<file path="src/rtl/deser_181_if.sv">
// deser_181_if: bundles the bit-side and word-side handshake of the
// serial-to-parallel deserializer.
//   inClear     - flush the partial byte (word side untouched)
//   inBit       - serial data bit, LSB first
//   inValid     - inBit is valid this cycle
//   outBitReady - deserializer can take a bit this cycle (combinational)
//   outData     - assembled 8-bit word (registered)
//   outValid    - outData holds an unconsumed word
//   inReady     - downstream takes outData this cycle
//   outBitIdx   - index of the next bit to be written (0..7)
// slave modport is the deserializer side, master the producer/consumer side.
interface deser_181_if;
  logic       inClear;
  logic       inBit;
  logic       inValid;
  logic       outBitReady;
  logic [7:0] outData;
  logic       outValid;
  logic       inReady;
  logic [2:0] outBitIdx;

  modport slave (
    input  inClear, inBit, inValid, inReady,
    output outBitReady, outData, outValid, outBitIdx
  );

  modport master (
    output inClear, inBit, inValid, inReady,
    input  outBitReady, outData, outValid, outBitIdx
  );
endinterface

</file>
<file path="src/rtl/deser_181.sv">
// deser_181: collects single bits LSB-first and presents them as 8-bit words
// with a valid/ready handshake. Bit k of a word is the k-th accepted bit.
// Ports:
//   inClk - clock, rising edge
//   inRst - synchronous active-high reset (clears everything, drops held word)
//   bus   - deser_181_if.slave carrying the bit and word handshakes
module deser_181 (
  input  logic         inClk,
  input  logic         inRst,
  deser_181_if.slave   bus
);

  typedef enum logic {EMPTY, HOLD} state_t;

  state_t     r_state;
  logic [2:0] r_idx;
  logic [6:0] r_shift;
  logic [7:0] r_data;

  logic w_bitReady;
  logic w_accept;
  logic w_complete;
  logic w_consume;

  // Only the 8th bit can be stalled: it needs the output slot to be free or
  // being drained in the same cycle, so inReady passes straight through.
  assign w_bitReady = (r_idx != 3'd7) || (r_state == EMPTY) || bus.inReady;
  assign w_accept   = bus.inValid && w_bitReady && !bus.inClear;
  assign w_complete = w_accept && (r_idx == 3'd7);
  assign w_consume  = (r_state == HOLD) && bus.inReady;

  assign bus.outBitReady = w_bitReady;
  assign bus.outData     = r_data;
  assign bus.outValid    = (r_state == HOLD);
  assign bus.outBitIdx   = r_idx;

  always_ff @(posedge inClk) begin
    if (inRst) begin
      r_state <= EMPTY;
      r_idx   <= 3'd0;
      r_shift <= 7'd0;
      r_data  <= 8'd0;
    end else begin
      // Bit side. The partial shift register is never cleared: every
      // position is rewritten before the word that uses it completes.
      if (bus.inClear) begin
        r_idx <= 3'd0;
      end else if (w_accept) begin
        if (r_idx == 3'd7) begin
          r_data <= {bus.inBit, r_shift};
          r_idx  <= 3'd0;
        end else begin
          for (int k = 0; k < 7; k++) begin
            if (r_idx == 3'(k)) r_shift[k] <= bus.inBit;
          end
          r_idx <= r_idx + 3'd1;
        end
      end

      // Word side. A completion in the same cycle as a consume keeps HOLD,
      // so back-to-back words leave no bubble.
      case (r_state)
        EMPTY: if (w_complete) r_state <= HOLD;
        HOLD:  if (w_consume && !w_complete) r_state <= EMPTY;
        default: r_state <= EMPTY;
      endcase
    end
  end

endmodule
</file>
<file path="src/flat_wrapper.sv">
// flat-port wrapper written by rule: the top's interface ports become plain ports
module deser_181_flat 
  (inClk, inRst, bus_inClear, bus_inBit, bus_inValid, bus_inReady, bus_outBitReady, bus_outData, bus_outValid, bus_outBitIdx);
  deser_181_if bus_i ();
  input  logic inClk;
  input  logic inRst;
  input wire logic [$bits(bus_i.inClear)-1:0] bus_inClear;
  input wire logic [$bits(bus_i.inBit)-1:0] bus_inBit;
  input wire logic [$bits(bus_i.inValid)-1:0] bus_inValid;
  input wire logic [$bits(bus_i.inReady)-1:0] bus_inReady;
  output wire logic [$bits(bus_i.outBitReady)-1:0] bus_outBitReady;
  output wire logic [$bits(bus_i.outData)-1:0] bus_outData;
  output wire logic [$bits(bus_i.outValid)-1:0] bus_outValid;
  output wire logic [$bits(bus_i.outBitIdx)-1:0] bus_outBitIdx;
  assign bus_i.inClear = bus_inClear;
  assign bus_i.inBit = bus_inBit;
  assign bus_i.inValid = bus_inValid;
  assign bus_i.inReady = bus_inReady;
  assign bus_outBitReady = bus_i.outBitReady;
  assign bus_outData = bus_i.outData;
  assign bus_outValid = bus_i.outValid;
  assign bus_outBitIdx = bus_i.outBitIdx;
  deser_181 u_core (.inClk(inClk), .inRst(inRst), .bus(bus_i));
endmodule
</file>
<file path="config.mk">
export PLATFORM = sky130hd
export DESIGN_NAME = deser_181_flat
export DESIGN_NICKNAME = d
export VERILOG_FILES = /design/src/rtl/deser_181_if.sv /design/src/rtl/deser_181.sv /design/src/flat_wrapper.sv
export SDC_FILE = /design/constraint.sdc
export NUM_CORES = 1
export LEC_CHECK = 0
export CAP_MARGIN = 15
export CELL_PAD_IN_SITES_DETAIL_PLACEMENT = 0
export CELL_PAD_IN_SITES_GLOBAL_PLACEMENT = 2
export CORE_UTILIZATION = 32
export CTS_CLUSTER_DIAMETER = 80
export DETAILED_ROUTE_END_ITERATION = 16
export GPL_TIMING_DRIVEN = 0
export HOLD_SLACK_MARGIN = 0.12
export PLACE_DENSITY_LB_ADDON = 0.1
export SLEW_MARGIN = 5
export SYNTH_ARGS = -nofsm -noshare
export SYNTH_HDL_FRONTEND = slang
export SYNTH_SLANG_ARGS = --single-unit
export TNS_END_PERCENT = 10
</file>
<file path="constraint.sdc">
create_clock -name inClk -period 2.67 [get_ports inClk]
set_input_delay 0.534 -clock inClk [delete_from_list [all_inputs] [get_ports inClk]]
set_output_delay 0.534 -clock inClk [all_outputs]
set_load 0.03 [all_outputs]
</file>
* Word level (Yosys, flattened, before mapping)
Index checks and enable logic that the tools add are counted.
** Storage, ports and cells
- Flip-flop bits (word level) :: 19
- Output and inout bits :: 13
- Word-level logic and storage cells :: 45
** Operators by class
- $add $sub $neg :: 1
- Eq/ne operators :: 8
- Muxes and demuxes :: 4
- Bitwise logic cells :: 3
- Reduce and logical (&&, ||, !) cells :: 19
** Operators with widths (count)
- $reduce_and A4 Y1 :: 7
- $eq A3 B3 Y1 const B :: 4
- $eq A3 B2 Y1 const B :: 2
- $logic_and A1 B1 Y1 :: 5
- $add A3 B1 Y3 const B :: 1
- $eq A3 B1 Y1 const B :: 1
- $logic_not A3 Y1 :: 1
- $mux W3 :: 1
- $ne A3 B3 Y1 const B :: 1
- $not A1 Y1 :: 3
- $reduce_and A3 Y1 :: 1
- $logic_not A1 Y1 :: 2
- $logic_or A1 B1 Y1 :: 2
- $mux W1 :: 2
- $pmux W1 S2 :: 1
- $reduce_or A2 Y1 :: 1

* Logic depth before layout (Yosys ltp)
- Word-level depth :: 10
- Mapped depth :: 5

* Worst setup path after synthesis
OpenSTA, ideal clock, no wires.
- Path kind :: flip-flop to flip-flop
- Start :: reg u_core.r_idx[0], in the netlist u_core.bus.outBitIdx[0]
- End :: reg u_core.r_idx[2], in the netlist u_core.bus.outBitIdx[2]
- Library setup time :: 0.092 ns
- Arrival :: 1.794 ns
- Data required time :: 2.578 ns
- Path slack :: 0.784 ns
- Stages on the path, launching flop included :: 6
- Cells stage by stage :: dfxtp_1 ha_1 ha_1 nand3b_1 and3_1 nor4_1
** On the way
- Word-level cells in the longest chain between the ends :: 5
- Elaborated cells on any way between the ends :: 8
- Classes of those cells :: add/sub: 1; eq/ne: 2; mux: 1; reduce/logical: 4
** Ends and longest elaborated chain
- start: declaration :: RTL line deser_181.sv:16 : logic [2:0] r_idx;
- start signal: assignment :: RTL line deser_181.sv:56 : r_idx <= r_idx + 3'd1;
- $ne A3 B3 Y1 :: RTL line deser_181.sv:27 : assign w_bitReady = (r_idx != 3'd7) || (r_state == EMPTY) || bus.inReady;
- $logic_or A1 B1 Y1 (2 in a row) :: RTL line deser_181.sv:27
- named net bus_outBitReady :: RTL line flat_wrapper.sv:11 : output wire logic [$bits(bus_i.outBitReady)-1:0] bus_outBitReady;
- $logic_and A1 B1 Y1 (2 in a row) :: RTL line deser_181.sv:28 : assign w_accept = bus.inValid && w_bitReady && !bus.inClear;
The timed path passes the listed nets, and every way through them passes these cells.
A chain may end at the register's enable or synchronous reset.

* Final worst setup path
- Start :: reg u_core.r_idx[0], in the netlist u_core.bus.outBitIdx[0]
- End :: out bus_outBitReady
** On the way
- Word-level cells in the longest chain between the ends :: 3
** Ends and longest elaborated chain (RTL line)
- $ne A3 B3 Y1 :: deser_181.sv:27
- $logic_or A1 B1 Y1 (2 in a row) :: deser_181.sv:27
- end: declaration :: flat_wrapper.sv:11
No other way between the ends.

==> flow_summary.json <==
{
  "yosysWarnings": 0,
  "ctsHtreeMaxLevel": 1,
  "cts_root_buffer": "clkbuf_4",
  "dieArea_um2": 3020,
  "antenna_found_initial": 0,
  "synth-adder-area-share": 0.0837,
  "clk_latency_ns": 0.29,
  "cp_max_fo": 7,
  "drive_gt1_frac": 0.0727,
  "place_inst": 136,
  "synthMuxAreaShare": 0.179,
  "worst_hold_path_type": "flop to flop",
  "end_kind": "primary output",
  "dr.first_iter.drc_count": 5,
  "die_h_um": 54.9,
  "fill_cells": 267,
  "vias": 655,
  "relSlewSlack": 0.728,
  "worst_pin_slew_ns": 0.408,
  "ant_nets": 0,
  "status": "complete, no violations",
  "worstHoldStart": "u_core.bus.outData[6]$_SDFFE_PP0P_",
  "final_util": 0.446,
  "synthesis.area_um2": 897,
  "min_path_cells": 2,
  "criticalPathCategory": "flop to primary output",
  "synth_cell_types": 18,
  "fin_area_um2": 1140,
  "synthSimpleGateAreaFrac": 0.258,
  "io_pins": 19,
  "maxSlewViolCount": 0,
  "worstPathArrival_ns": 1.72,
  "r2r_end": "u_core.r_shift[0]$_SDFFE_PP0P_",
  "vdd_ir_drop_max_mv": 0.264,
  "portBuffers": 18,
  "final_nets": 123,
  "synth_common_cells": "dfxtp_1, nand2b_1, mux2i_1",
  "diodes": 0,
  "drt_wl_total_mm": 1.73,
  "clock-sinks": 19,
  "first_global_vias": 605,
  "multi_input_area_um2": 487,
  "rsz0062_at_grt": "no",
  "grt_usage": 0.131,
  "timing.rr.start": "u_core.bus.outBitIdx[0]$_SDFFE_PP0N_",
  "post_dp_cell_area_um2": 1110,
  "yosys.area.top_type": "dfxtp_1",
  "avgSynthCellArea_um2": 10.2,
  "pwr_density_cell_nw_per_um2": 416,
  "grt_pass1_wl_mm": 2.73,
  "synth_edf_count": 0,
  "drt-pass1-iter-count": 2,
  "die_w_um": 54.9,
  "yosysTopAreaCellShare": 0.424,
  "cts_tree": "yes",
  "initial_core_util": 0.349,
  "synth-seq-cells": 19,
  "cts_buffers": 3,
  "rows": 18,
  "coreArea_um2": 2570,
  "grt_max_degree": 12,
  "cp-start-kind": "flop",
  "cts.path.max_buffers": 2,
  "synth_nets": 100,
  "synth.most_common_cell": "dfxtp_1",
  "cp.required_ns": 2.14,
  "hold_violations": 0,
  "grt_overflow_total": 0,
  "layoutNonFillerInstCount": 140,
  "synth_top_cells_by_area": "dfxtp_1, mux2i_1, nand2b_1",
  "synthCells": 88,
  "finalClockSkew_ns": 0.00113,
  "wl_per_cell_um": 12.3,
  "fmax_ghz": 0.443,
  "holdWs_ns": 0.483,
  "synthFlopType": "dfxtp_1",
  "setup_viol": 0,
  "hold_end": "u_core.bus.outData[6]$_SDFFE_PP0P_",
  "vias_per_cell": 4.68,
  "seq_area_frac_synth": 0.424,
  "drc": 0,
  "reg2reg_depth": 5,
  "rrSetupSlack_ns": 1.01,
  "synth_compound_area_frac": 0.0223,
  "async_reset_ff_frac": 0,
  "syn2layout_area_growth_pct": 27.6,
  "post-route-period-util": 0.845,
  "ff_latch_area_um2": 380,
  "dp_hpwl_mm": 1.26,
  "clk_pin_slew_ns": 0.11,
  "gp_congestion": 0.698,
  "leakagePower_nw": 0.464,
  "cap_viol_max_count": 0,
  "yosys.area_share.xor_xnor": 0,
  "min_period_ns": 2.26,
  "synth_top_family_by_area": "simple AND/OR/NAND/NOR gates",
  "setup_tns_ns": 0
}
## placed cells by master (no fill, tap or decap), drive strengths merged
cell type      count
dlymetal6s2s       1
inv                3
mux2i             16
nor2               2
nor4               2
and4bb             2
nand2b            17
clkdlybuf4s50     17
buf                1
nor4b              1
a21oi              2
a32o               1
clkbuf             5
dfxtp             19
clkinv             1
nand3b             1
nor2b              1
and3               2
nand2              9
ha                 6
nand3              1
## metrics by stage
| step | setup slack, ns | total power (W) |
|---|---|---|
| 2_1_floorplan | 0.784 | 0.000318 |
| 3_3_place_gp | 0.265 | 0.000336 |
| 3_5_place_dp | 0.255 | 0.000336 |
| 4_1_cts | 0.0442 | 0.000485 |
| 5_1_grt | 0.294 | 0.000499 |
| 6_report | 0.413 | 0.000477 |
## cells by family after synthesis
logic type | after synthesis
AOI/OAI and AO/OA | 3
muxes | 16
adders and majority gates | 6
and+or+nand+nor | 38
DFF | 19
buffers and inverters | 6
## metal layers
metal	routed length [um]	vias to the layer above	global-route usage
li1	-	344	-
met1	893	299	0.169
met2	775	10	0.215
met3	46	2	0.0246
met4	13	0	0.0500
met5	0	-	0
## area by class of cell
cell class,instances,share of cell area
multi-input cells,63,0.425
flip-flops and latches,19,0.332
repair buffers,18,0.160
well taps,30,0.0328
clock buffers,3,0.0197
plain buffers,3,0.0164
inverters,3,0.00984
clock inverters,1,0.00437
## timing repair
action	4_1_cts	5_1_grt
gates resized for setup	0	1
hold buffers	0	0
endpoints found under the setup margin	0	1
buffers inserted	0	0
## power breakdown
part	internal, W	total, W	switching [W]
combinational	0.0000206	0.0000404	0.0000198
sequential	0.000286	0.000289	0.00000277
clock	0.0000557	0.000148	0.0000919
total	0.000362	0.000477	0.000115
## worst max path at each step
stage,startpoint,endpoint
final,u_core.bus.outBitIdx[0]$_SDFFE_PP0N_,bus_outBitReady
after global placement,bus_inReady,bus_outBitReady
after detailed placement,bus_inReady,bus_outBitReady
after CTS,u_core.bus.outBitIdx[0]$_SDFFE_PP0N_,bus_outBitReady
after floorplan,u_core.bus.outBitIdx[0]$_SDFFE_PP0N_,bus_outBitReady
after global routing,u_core.bus.outBitIdx[0]$_SDFFE_PP0N_,bus_outBitReady
## state kept, by name, summed over array words and instances, names as in the netlist
signal	count
u_core.bus.outValid	1
u_core.bus.outData	8
u_core.r_shift	7
u_core.bus.outBitIdx	3
## worst max-delay path: stages (launching register included)
cell and delay (ns):
dfxtp_1 0.45, ha_1 0.21, ha_1 0.29, nand3b_1 0.19, dlymetal6s2s_1 0.29
No activity file was read; power rests on OpenSTA's default activity.
